`config.mk`:
```
export PLATFORM = sky130hd
export DESIGN_NAME = switch_debouncer_flat
export DESIGN_NICKNAME = d
export VERILOG_FILES = /design/src/rtl/switch_debouncer_if.sv /design/src/rtl/switch_debouncer.sv /design/src/flat_wrapper.sv
export SDC_FILE = /design/constraint.sdc
export NUM_CORES = 1
export LEC_CHECK = 0
export CORE_MARGIN = 2
export CORE_UTILIZATION = 36
export DETAILED_ROUTE_END_ITERATION = 8
export GPL_ROUTABILITY_DRIVEN = 0
export HOLD_SLACK_MARGIN = 0.15
export PLACE_DENSITY = 0.59
export SLEW_MARGIN = 20
export SYNTH_ARGS = -nofsm -noshare
export SYNTH_HDL_FRONTEND = slang
export SYNTH_SLANG_ARGS = --single-unit
```
`constraint.sdc`:
```
create_clock -name clk -period 1.9 [get_ports clk]
set_input_delay 0.475 -clock clk [delete_from_list [all_inputs] [get_ports clk]]
set_output_delay 0.475 -clock clk [all_outputs]
set_load 0.01 [all_outputs]
```
`src/rtl/switch_debouncer_if.sv`:
```
// rtl/switch_debouncer_if.sv - switch debouncer signal bundle
// Purpose: groups raw switch levels and the debounced results into one port.
// Signals:
//   raw_in  WIDTH  asynchronous raw switch levels (driven by the board side)
//   db_out  WIDTH  debounced levels
//   stable  1      every synchronized input matches db_out
//   rise    WIDTH  one-cycle 0->1 pulse per bit (zero unless SWITCH_DEBOUNCER_EDGE_EN)
//   fall    WIDTH  one-cycle 1->0 pulse per bit (zero unless SWITCH_DEBOUNCER_EDGE_EN)
// Modports: master drives raw_in, slave is the debouncer.
interface switch_debouncer_if #(
    parameter int WIDTH = 5
);
    logic [WIDTH-1:0] raw_in;
    logic [WIDTH-1:0] db_out;
    logic [WIDTH-1:0] rise;
    logic [WIDTH-1:0] fall;
    logic             stable;

    modport master (
        output raw_in,
        input  db_out,
        input  stable,
        input  rise,
        input  fall
    );

    modport slave (
        input  raw_in,
        output db_out,
        output stable,
        output rise,
        output fall
    );
endinterface

```
`src/rtl/switch_debouncer.sv`:
```
// rtl/switch_debouncer.sv - per-bit synchronizer and stability-count debouncer
// Purpose: turns raw slide-switch levels into glitch-free levels for the mux
//   stage (db_out[0]->sw0, db_out[1]->sw1, db_out[4:2]->select[2:0]).
// Ports:
//   clk  in   system clock, rising edge
//   rst  in   synchronous reset, active-high
//   sw   slave modport of switch_debouncer_if (raw_in in; db_out, stable, rise, fall out)
// Parameters: WIDTH switch bits, STABLE_CYCLES (>=1) consecutive differing
//   synchronized cycles needed before db_out accepts a new level.
// Option: SWITCH_DEBOUNCER_EDGE_EN builds registered rise/fall pulses; when
//   undefined rise and fall are tied to zero.
module switch_debouncer #(
    parameter int WIDTH         = 5,
    parameter int STABLE_CYCLES = 16
) (
    input  logic              clk,
    input  logic              rst,
    switch_debouncer_if.slave sw
);
    localparam int              CNT_W    = $clog2(STABLE_CYCLES + 1);
    localparam logic [CNT_W-1:0] CNT_LAST = CNT_W'(STABLE_CYCLES - 1);

    logic [WIDTH-1:0] sync1;
    logic [WIDTH-1:0] sync2;
    logic [WIDTH-1:0] db_q;
    logic [WIDTH-1:0] db_next;
    logic [CNT_W-1:0] cnt_q    [WIDTH];
    logic [CNT_W-1:0] cnt_next [WIDTH];

    // Any cycle where the synchronized level agrees with db_out restarts the
    // count, so only an unbroken run of STABLE_CYCLES disagreements flips it.
    always_comb begin
        db_next = db_q;
        for (int i = 0; i < WIDTH; i++) begin
            cnt_next[i] = '0;
            if (sync2[i] != db_q[i]) begin
                if (cnt_q[i] == CNT_LAST) begin
                    db_next[i] = sync2[i];
                end else begin
                    cnt_next[i] = cnt_q[i] + CNT_W'(1);
                end
            end
        end
    end

    always_ff @(posedge clk) begin
        if (rst) begin
            sync1 <= '0;
            sync2 <= '0;
            db_q  <= '0;
            for (int i = 0; i < WIDTH; i++) begin
                cnt_q[i] <= '0;
            end
        end else begin
            sync1 <= sw.raw_in;
            sync2 <= sync1;
            db_q  <= db_next;
            for (int i = 0; i < WIDTH; i++) begin
                cnt_q[i] <= cnt_next[i];
            end
        end
    end

    assign sw.db_out = db_q;
    assign sw.stable = (sync2 == db_q);

`ifdef SWITCH_DEBOUNCER_EDGE_EN
    logic [WIDTH-1:0] rise_q;
    logic [WIDTH-1:0] fall_q;

    // Registered from the same next-state as db_q so the pulse lines up
    // with the edge on which db_out changes.
    always_ff @(posedge clk) begin
        if (rst) begin
            rise_q <= '0;
            fall_q <= '0;
        end else begin
            rise_q <= db_next & ~db_q;
            fall_q <= ~db_next & db_q;
        end
    end

    assign sw.rise = rise_q;
    assign sw.fall = fall_q;
`else
    assign sw.rise = '0;
    assign sw.fall = '0;
`endif
endmodule

```
`src/flat_wrapper.sv`:
```
// flat-port wrapper written by rule: the top's interface ports become plain ports
module switch_debouncer_flat 
#(
    parameter int WIDTH         = 5,
    parameter int STABLE_CYCLES = 16
)
  (clk, rst, sw_raw_in, sw_db_out, sw_stable, sw_rise, sw_fall);
  switch_debouncer_if #(.WIDTH(WIDTH)) sw_i ();
  input  logic clk;
  input  logic rst;
  input wire logic [$bits(sw_i.raw_in)-1:0] sw_raw_in;
  output wire logic [$bits(sw_i.db_out)-1:0] sw_db_out;
  output wire logic [$bits(sw_i.stable)-1:0] sw_stable;
  output wire logic [$bits(sw_i.rise)-1:0] sw_rise;
  output wire logic [$bits(sw_i.fall)-1:0] sw_fall;
  assign sw_i.raw_in = sw_raw_in;
  assign sw_db_out = sw_i.db_out;
  assign sw_stable = sw_i.stable;
  assign sw_rise = sw_i.rise;
  assign sw_fall = sw_i.fall;
  switch_debouncer #(.WIDTH(WIDTH), .STABLE_CYCLES(STABLE_CYCLES)) u_core (.clk(clk), .rst(rst), .sw(sw_i));
endmodule
```
; After elaboration in Yosys (flattened, before gate mapping)
; Memory sizes are Yosys's and may differ from the RTL's.
; Index checks and enable logic that the tools add are counted.
[word_totals]
regBits = 15
mem_bits_rw = 25
in_bits = 7
out_inout_bits = 16
wordCells = 52
n_memories = 1
[classes]
addsub = 5
eq_ne = 11
n_mux = 18
bitwise = 5
reduce_logical = 5
[mem_list]
columns = memory, depth, width, read_ports, rd_clocked_by_memory_dff, wr, line_no
row1 = u_core.cnt_q, 5, 5, 5, 0, 5, switch_debouncer.sv:27  ; logic [CNT_W-1:0] cnt_q [WIDTH];
[ops]
columns = operator, n
row1 = $mux 5, 15
row2 = $add 5x1->5 const B, 5
row3 = $eq 5x4->1 const B, 5
row4 = $reduce_and 2->1, 5
row5 = $eq 5x5->1, 1
row6 = $ne 1x1->1, 5
row7 = $or 1x1->1, 5
row8 = $mux 1, 3

; Longest topological paths before layout
; Gate-level depths: netlist of run 1.
; An unclocked memory read counts as a cell.
[logic_depth]
ltp_word = 5
depth_mapped = 5
mapped_depth_nobuf = 5

; Worst setup path before layout of run 1
; No wires, ideal clock.
[synth_timing]
kind = reg2reg
startpoint = memory u_core.cnt_q[0][10] in the netlist's numbering
endpoint = memory u_core.cnt_q[0][12] in the netlist's numbering
setup_time_ps = 64
t_arrival_ps = 1353
required_time_ps = 1836
setup_slack_ps = 483
stages_incl_launch_ff = 6
path_buffers = 0
period_less_slack_ps = 1417
path_cell_list = dfxtp_1 -> ha_1 -> and3_1 -> ha_1 -> or3_4 -> nor2_1
[synth_rtl]
columns = element, line_no
row1 = start: declaration, switch_debouncer.sv:27

; Worst setup path after layout of run 1
[layout_timing]
startpoint = register u_core.db_q[0] (netlist: u_core.sw.db_out[0])
endpoint = output sw_stable
[layout_via]
elab_chain_len = 1
[layout_rtl]
columns = element, line_no
row1 = start: declaration, switch_debouncer.sv:25  ; logic [WIDTH-1:0] db_q;
row2 = start signal: assignment, switch_debouncer.sv:57  ; db_q <= db_next;
row3 = $eq 5x5->1, switch_debouncer.sv:65  ; assign sw.stable = (sync2 == db_q);
row4 = end: declaration, flat_wrapper.sv:13  ; output wire logic [$bits(sw_i.stable)-1:0] sw_stable;
; Every way passes these cells.

==> flow_metrics.env, run 1 <==
export IMPL_status="completed"
export IMPL_hold_class="flip-flop to flip-flop"
export IMPL_cp_data_arrival_time_ps=1270
export IMPL_syn_area_per_cell_um2=10.2
export IMPL_wl_per_cell_um=9.64
export IMPL_grt_max_degree=15
export IMPL_slew_viol_final=0
export IMPL_switchingPower_mw=0.306
export IMPL_worstSetupEndpointType="primary output"
export IMPL_core_um2=4060
export IMPL_clk_pin_slew_worst_paths_ps=70
export IMPL_grt_pass1_wl_um=3890
export IMPL_post_cts_setup_buffers=0
export IMPL_power_density_nw_per_um2=819
export IMPL_stdcell_area_um2=1810
export IMPL_worst_slack_ps=152
export IMPL_synth_top_area_share_pct=52.0
export IMPL_p_seq_share_pct=58.0
export IMPL_p_int_mw=1.17
export IMPL_die_h_um=69.4
export IMPL_path_class="flip-flop to primary output"
export IMPL_p_leak_nw=0.716
export IMPL_root_buffer="clkbuf_8"
export IMPL_top_layer="met4"
export IMPL_fin_cells=220
export IMPL_drt_pass1_iterations=4
export IMPL_post_place_ws_ps=109
export IMPL_overflow=0
export IMPL_cp_num_buf_inv=1
export IMPL_skew_ps=6.35
export IMPL_cpPeakStageDelay_ps=330
export IMPL_rsz0062_at_grt="false"
export IMPL_placed_cell_area_um2=1690
export IMPL_cts_made_buffers=5
export IMPL_fmax_ghz=0.572
export IMPL_drt_met1_wl_um=935
export IMPL_hold_violations=0
export IMPL_dominantRegCellSynth="dfxtp_1"
export IMPL_netlist_area_um2=1540
export IMPL_drt_iter0_markers=33
export IMPL_io_pins=23
export IMPL_insertion_delay_ps=280
export IMPL_rows=23
export IMPL_dp_hpwl_um=1590
export IMPL_async_flop_share_pct=0
export IMPL_fin_crit_sh_pct=92.0
export IMPL_drc=0
export IMPL_yosysMostFrequentCell="dfxtp_1"
export IMPL_diodes=0
export IMPL_vias=931
export IMPL_cap_violations=0
export IMPL_cts_tree="yes"
export IMPL_worstPathCellList="xnor2_1 > nand3_1 > nor2_1 > dlygate4sd2_1"
export IMPL_clock_sinks=40
export IMPL_wl_met2_um=1030
export IMPL_place_port_buffers=12
export IMPL_start_util_pct=37.9
export IMPL_antenna_left=0
export IMPL_antenna_found_initial=0
export IMPL_synth_area_leaders="dfxtp_1 (52%), ha_1 (8.1%), nor2_1 (7.6%)"
export IMPL_final_layout_size_suffix_gt1_share_pct=11.2
export IMPL_power_switching_share_pct=20.7
export IMPL_hold_slack_ps=430
export IMPL_fin_crit_ps=1750
export IMPL_die_width_um=69.4
export IMPL_cp_top_family="flip-flops"
export IMPL_wirelength_um=2120
export IMPL_clock_tree_buffer_depth=2
export IMPL_synth_seq_area_share_pct=52.0
export IMPL_fin_nets=186
export IMPL_grt_usage_pct=10.1
export IMPL_synth_commonest_cells="dfxtp_1 (40), nor2_1 (31)"
export IMPL_cp_slowest_cell="dfxtp_1"
export IMPL_startpoint_type="flip-flop"
export IMPL_htree_levels=2
export IMPL_synth_edff_count=0
export IMPL_ys_types=16
export IMPL_pwr_share_comb_pct=4.3
export IMPL_die_area_um2=4810
export IMPL_synth_seq_cells=40
export IMPL_placed_cells=212
export IMPL_syn_instance_count=151
export IMPL_path_max_fanout=3
export IMPL_ys_warn_count=0
export IMPL_crit_required_ps=1420
export IMPL_viasPerCell=4.23
export IMPL_wl_met3_um=130
export IMPL_yosysTopAreaCell="dfxtp_1"
export IMPL_area_growth_pct=17.5
export IMPL_finalSetupTns_ps=0
export IMPL_n_fill_cell=382
export IMPL_irDropWorstVdd_mv=0.619
export IMPL_setup_viol_count_final=0
export IMPL_grt_pass1_vias=936
export IMPL_clock_power_share_pct=37.7
[final timing paths]
check / start / to / slack [ps] / depth (start not counted)
min: u_core.sync1[0]$_SDFF_PP0_ / u_core.sync2[0]$_SDFF_PP0_ / 430 / 1
min reg2reg: u_core.sync1[0]$_SDFF_PP0_ / u_core.sync2[0]$_SDFF_PP0_ / 430 / 1
max: u_core.sw.db_out[0]$_SDFFE_PP0P_ / sw_stable / 150 / 4
max reg2reg: u_core.cnt_q[0][5]$_SDFF_PP0_ / u_core.cnt_q[0][7]$_SDFF_PP0_ / 360 / 5
[registers in the layout (all words and copies together), names as in the netlist]
name	count
u_core.sync2	5
u_core.cnt_q	25
u_core.sync1	5
u_core.sw.db_out	5
[cell families (layout without fill, tap and decap cells)]
kind of cell / after synthesis / after routing / synth area share, %
mux: 5 / 5 / 3.25
fa+ha+maj: 10 / 10 / 8.13
flops: 40 / 40 / 52.0
simple gates: 58 / 58 / 19.5
buf+inv: 22 / 32 / 8.29
other cells: 1 / 10 / 0.244
xor+xnor: 15 / 15 / 8.54
[worst register-to-register path: cells and delay by family, from the launching register on]
kind | cells | cell delay, ps
DFF | 1 | 330
and+or+nand+nor | 3 | 730
adders and majority gates | 2 | 430
[power groups by stage]
stage / sequential, mW / clock, mW / combinational, mW
3_3_place_gp: 0.876 / 0 / 0.0643
2_1_floorplan: 0.875 / 0 / 0.0547
5_1_grt: 0.860 / 0.615 / 0.0710
6_report: 0.858 / 0.558 / 0.0640
4_1_cts: 0.858 / 0.582 / 0.0651
3_5_place_dp: 0.877 / 0 / 0.0655
[metrics by stage]
step                      total power, mW  utilization [%]
after global placement              0.940             41.7
final                                1.48             44.6
after global routing                 1.55             44.6
after CTS                            1.50             44.6
after detailed placement            0.942             41.7
after floorplan                     0.930                -
[cells in the final DEF (no fill, tap or decap), drive strengths merged]
cell / instances
and3: 5
buf: 2
clkbuf: 6
clkdlybuf4s50: 11
clkinv: 2
conb: 10
dfxtp: 40
dlygate4sd2: 1
ha: 10
inv: 10
mux2i: 5
nand2: 1
nand3: 6
nor2: 31
nor2b: 10
or3: 5
xnor2: 10
xor2: 5
[timing repair]
item | in CTS | in global routing
hold endpoints to repair | 0 | 0
gates resized for setup | 5 | 0
endpoints found under the setup margin | 1 | 0
hold buffers | 0 | 0
[area by class of cell]
class	instances	area, um^2	area share [%]
timing repair buffer	14	146	8.10
clock buffer	6	82.6	4.57
multi-input combinational	98	667	36.9
inverter	10	37.5	2.08
sequential	40	802	44.4
clock inverter	2	10.0	0.554
tap	50	62.6	3.46
[metal layers]
metal	up-vias	global-route usage [%]
li1	487	-
met1	417	11.0
met2	23	17.2
met3	4	3.92
met4	0	4.58
met5	-	0
Note: power is estimated with default switching activity, not from simulation.
==> inputs of run 2 (changes only) <==
- CORE_MARGIN: 2 -> 8
- CTS_BUF_LIST: not set -> sky130_fd_sc_hd__clkbuf_16
==> flow_metrics.env, run 2 (same netlist as run 1, synthesis figures left out) <==
export IMPL_status="completed"
export IMPL_viasPerCell=4.39
export IMPL_fin_crit_ps=1770
export IMPL_path_class="flip-flop to primary output"
export IMPL_final_layout_size_suffix_gt1_share_pct=8.82
export IMPL_grt_busiest_layer="met2"
export IMPL_post_cts_setup_buffers=0
export IMPL_die_h_um=81.4
export IMPL_startpoint_type="flip-flop"
export IMPL_htree_levels=2
export IMPL_grt_usage_pct=7.73
export IMPL_met1_usage_pct=6.91
export IMPL_wl_per_cell_um=10.7
export IMPL_top_register="u_core.cnt_q"
export IMPL_fin_crit_sh_pct=93.1
export IMPL_io_pins=23
export IMPL_path_max_fanout=3
export IMPL_finalSetupTns_ps=0
export IMPL_n_fill_cell=379
export IMPL_hold_slack_ps=438
export IMPL_met2_usage_pct=13.8
export IMPL_core_um2=4060
export IMPL_fmax_ghz=0.565
export IMPL_grt_pass1_wl_um=3900
export IMPL_worstSetupEndpointType="primary output"
export IMPL_place_port_buffers=12
export IMPL_clock_sinks=40
export IMPL_area_growth_pct=20.2
export IMPL_p_leak_nw=0.741
export IMPL_vias=965
export IMPL_die_width_um=81.4
export IMPL_root_buffer="clkbuf_16"
export IMPL_cts_tree="yes"
export IMPL_crit_required_ps=1420
export IMPL_drt_iter0_markers=13
export IMPL_grtUsageMet3_pct=3.53
export IMPL_overflow=0
export IMPL_diodes=0
export IMPL_skew_ps=4.64
export IMPL_insertion_delay_ps=280
export IMPL_rsz0062_at_grt="false"
export IMPL_post_place_ws_ps=134
export IMPL_die_area_um2=6620
export IMPL_irDropWorstVdd_mv=0.662
export IMPL_cp_data_arrival_time_ps=1290
export IMPL_final_cell_mix="dfxtp_1 (40), nor2_1 (31), inv_1 (11), clkdlybuf4s50_1 (11)"
export IMPL_antenna_left=0
export IMPL_cts_made_buffers=5
export IMPL_cap_violations=0
export IMPL_drc=0
export IMPL_largest_register_ffs=25
export IMPL_setup_viol_count_final=0
export IMPL_antenna_found_initial=0
export IMPL_cts_hold_buf=0
export IMPL_grt_pass1_vias=961
export IMPL_dp_hpwl_um=1840
export IMPL_grt_max_degree=13
export IMPL_power_density_nw_per_um2=990
export IMPL_start_util_pct=37.9
export IMPL_hold_violations=0
export IMPL_drt_pass1_iterations=3
export IMPL_fin_nets=186
export IMPL_clock_tree_buffer_depth=2
export IMPL_rows=23
export IMPL_slew_viol_final=0
export IMPL_wirelength_um=2360
export IMPL_hold_class="flip-flop to flip-flop"
export IMPL_worst_slack_ps=131
export IMPL_clk_pin_slew_worst_paths_ps=60
export IMPL_layout_commonest_cell="dfxtp_1"
-- run 2: cell count changes in the layout (fill, tap and decap cells not counted), sizes merged --
cell / change
clkbuf: -1
bufinv: +1
clkinv: -1
inv: +1
-- run 2: metal layers --
metal  vias to the layer above  wire (um)
met2                        28       1120
met4                         0         51
met5                         -          0
met3                         6        220
met1                       440        968
li1                        491          -
-- run 2: path summary, 6_finish.rpt --
| kind | startpoint | to | slack, ps | cells past startpoint |
|---|---|---|---|---|
| max | u_core.sw.db_out[2]$_SDFFE_PP0P_ | sw_stable | 130 | 4 |
| min reg2reg | u_core.sync1[4]$_SDFF_PP0_ | u_core.sync2[4]$_SDFF_PP0_ | 440 | 1 |
| max reg2reg | u_core.cnt_q[0][5]$_SDFF_PP0_ | u_core.cnt_q[0][5]$_SDFF_PP0_ | 350 | 5 |
| min | u_core.sync1[4]$_SDFF_PP0_ | u_core.sync2[4]$_SDFF_PP0_ | 440 | 1 |
-- run 2: power by group --
group          switching (mW)  internal (mW)
combinational          0.0312         0.0306
sequential            0.00663          0.852
clock                   0.300          0.611
total                   0.338           1.49
-- run 2: per-stage QoR --
step	util [%]	instance area [um^2]	std cells	total power, mW
final	45.6	1850	220	1.83
after global routing	45.6	1850	220	1.90
after CTS	45.4	1840	220	1.86
after detailed placement	41.4	1680	212	0.940
after global placement	41.4	1680	212	0.938
after floorplan	-	1570	160	0.930
-- run 2: what timing repair did --
item | 4_1_cts | 5_1_grt
gates cloned | 0 | 0
gates resized for setup | 1 | 1
setup endpoints to repair | 1 | 1
-- run 2: cell type report --
cell class | instances | area, um^2 | area share (%)
Sequential cell | 40 | 801 | 43.3
Multi-Input combinational cell | 98 | 652 | 35.2
Timing Repair Buffer | 14 | 134 | 7.23
Clock buffer | 5 | 125 | 6.76
Tap cell | 50 | 62.6 | 3.38
Clock inverter | 3 | 38.8 | 2.10
Inverter | 10 | 37.5 | 2.03
-- run 2: critical path: stages, from the launching register on --
cell and delay, ps:
dfxtp_1 330, xnor2_1 210, nand2_1 90, nor2_1 100, dlygate4sd2_1 290
==> inputs of run 3 (changes only) <==
- CTS_CLUSTER_SIZE: not set -> 12
- GPL_TIMING_DRIVEN: not set -> 0
==> flow_metrics.env, run 3 (same netlist as run 1, synthesis figures left out) <==
export IMPL_status="completed"
export IMPL_stdcell_area_um2=1910
export IMPL_placed_cells=221
export IMPL_drt_iter0_markers=21
export IMPL_met1_usage_pct=8.22
export IMPL_grt_pass1_wl_um=3980
export IMPL_largest_register_ffs=25
export IMPL_cap_violations=0
export IMPL_startpoint_type="flip-flop"
export IMPL_root_buffer="clkbuf_16"
export IMPL_post_cts_setup_buffers=0
export IMPL_finalSetupTns_ps=0
export IMPL_area_growth_pct=24.3
export IMPL_clk_pin_slew_worst_paths_ps=50
export IMPL_r2r_end="u_core.cnt_q[0][11]$_SDFF_PP0_"
export IMPL_power_switching_share_pct=19.3
export IMPL_antenna_found_initial=0
export IMPL_grtUsageMet3_pct=2.87
export IMPL_fin_crit_ps=1770
export IMPL_clock_sinks=40
export IMPL_place_port_buffers=11
export IMPL_irDropWorstVdd_mv=0.440
export IMPL_p_leak_nw=0.784
export IMPL_cp_data_arrival_time_ps=1290
export IMPL_hold_end="u_core.sync2[1]$_SDFF_PP0_"
export IMPL_hold_class="primary input to flip-flop"
export IMPL_wirelength_um=2310
export IMPL_layout_commonest_cell="dfxtp_1"
export IMPL_wl_per_cell_um=10.1
export IMPL_die_width_um=81.4
export IMPL_hold_violations=0
export IMPL_worstSetupEndpointType="primary output"
export IMPL_antenna_left=0
export IMPL_cp_slowest_cell="dfxtp_1"
export IMPL_timing_rr_start="u_core.cnt_q[0][10]$_SDFF_PP0_"
export IMPL_overflow=0
export IMPL_clock_tree_buffer_depth=2
export IMPL_power_density_nw_per_um2=885
export IMPL_fin_crit_sh_pct=92.9
export IMPL_grt_pass1_vias=955
export IMPL_clock_power_share_pct=44.7
export IMPL_met2_usage_pct=12.9
export IMPL_placed_cell_area_um2=1750
export IMPL_final_cell_mix="dfxtp_1 (38), nor2_1 (31), inv_1 (12)"
export IMPL_crit_required_ps=1420
export IMPL_drc=0
export IMPL_core_um2=4060
export IMPL_n_fill_cell=386
export IMPL_regToRegSetupSlack_ps=380
export IMPL_fin_nets=195
export IMPL_io_pins=23
export IMPL_switchingPower_mw=0.327
export IMPL_slew_viol_final=0
export IMPL_rows=23
export IMPL_dp_hpwl_um=1730
export IMPL_htree_levels=2
export IMPL_min_path_cells=2
export IMPL_path_class="flip-flop to primary output"
export IMPL_insertion_delay_ps=270
export IMPL_worstPathCellList="xnor2_2 > nand3_1 > nor2_1 > dlygate4sd2_1"
export IMPL_setup_viol_count_final=0
export IMPL_final_layout_size_suffix_gt1_share_pct=15.1
export IMPL_cts_made_buffers=5
export IMPL_rr_worst_depth=5
export IMPL_drt_pass1_iterations=4
export IMPL_die_area_um2=6620
export IMPL_grt_busiest_layer="met2"
export IMPL_fmax_ghz=0.566
export IMPL_cts_tree="yes"
export IMPL_p_int_mw=1.37
export IMPL_cts_hold_buf=0
export IMPL_grt_usage_pct=7.78
export IMPL_top_register="u_core.cnt_q"
export IMPL_skew_ps=1.45
export IMPL_start_util_pct=37.9
export IMPL_cpPeakStageDelay_ps=400
export IMPL_rsz0062_at_grt="false"
export IMPL_viasPerCell=4.21
export IMPL_grt_max_degree=12
export IMPL_path_max_fanout=3
export IMPL_pwr_share_comb_pct=4.5
export IMPL_vias=965
export IMPL_p_seq_share_pct=50.8
export IMPL_die_h_um=81.4
export IMPL_min_from="rst"
export IMPL_fin_cells=229
export IMPL_diodes=0
==> run 3: power by group through the flow <==
stage / clock, mW / combinational (mW) / sequential (mW)
global placement: 0 / 0.0751 / 0.876
detailed placement: 0 / 0.0756 / 0.877
finish: 0.757 / 0.0765 / 0.860
global route: 0.815 / 0.0877 / 0.861
CTS: 0.786 / 0.0751 / 0.859
floorplan: 0 / 0.0547 / 0.875
==> run 3: worst max path at each step <==
stage	start	end	slack, ps	cells past startpoint
6_report	u_core.sw.db_out[3]$_SDFFE_PP0P_	sw_stable	130	4
5_1_grt	u_core.sw.db_out[3]$_SDFFE_PP0P_	sw_stable	0.1	4
4_1_cts	u_core.sw.db_out[1]$_SDFFE_PP0P_	sw_stable	100	4
3_5_place_dp	u_core.sw.db_out[3]$_SDFFE_PP0P_	sw_stable	90	4
3_3_place_gp	u_core.sw.db_out[4]$_SDFFE_PP0P_	sw_stable	80	4
2_1_floorplan	u_core.cnt_q[0][10]$_SDFF_PP0_	u_core.cnt_q[0][12]$_SDFF_PP0_	480	5
==> run 3: layer usage <==
layer | routed length, um | vias to the layer above
met3 | 199 | 5
met1 | 963 | 425
li1 | - | 510
met4 | 55 | 0
met2 | 1100 | 25
met5 | 0 | -
==> run 3: critical path, delay by kind of cell (launching register included) <==
kind,cells,cell delay (ps)
and+or+nand+nor,2,190
buffers and inverters,1,280
DFF,1,400
xor gates and xnor gates,1,140
==> run 3: cell type report <==
| type | count | area, um^2 | area share [%] |
|---|---|---|---|
| Sequential cell | 40 | 803 | 42.0 |
| Buffer | 12 | 90.1 | 4.71 |
| Timing Repair Buffer | 11 | 109 | 5.69 |
| Clock inverter | 3 | 11.3 | 0.589 |
| Clock buffer | 5 | 125 | 6.54 |
| Multi-Input combinational cell | 98 | 674 | 35.3 |
| Inverter | 10 | 37.5 | 1.96 |
| Tap cell | 50 | 62.6 | 3.27 |
==> run 3: what timing repair did <==
item                       CTS  global route
resized for setup            3             4
pin swaps                    1             0
setup endpoints to repair    1             1
==> run 3: stage by stage <==
step	hold slack (ps)	worst slack (ps)	total power, mW	utilization, %
6_report	407	134	1.69	47.1
5_1_grt	422	0.121	1.76	47.1
4_1_cts	408	102	1.72	46.7
3_5_place_dp	424	93.7	0.952	43.0
3_3_place_gp	417	83.4	0.951	43.0
2_1_floorplan	414	483	0.930	-
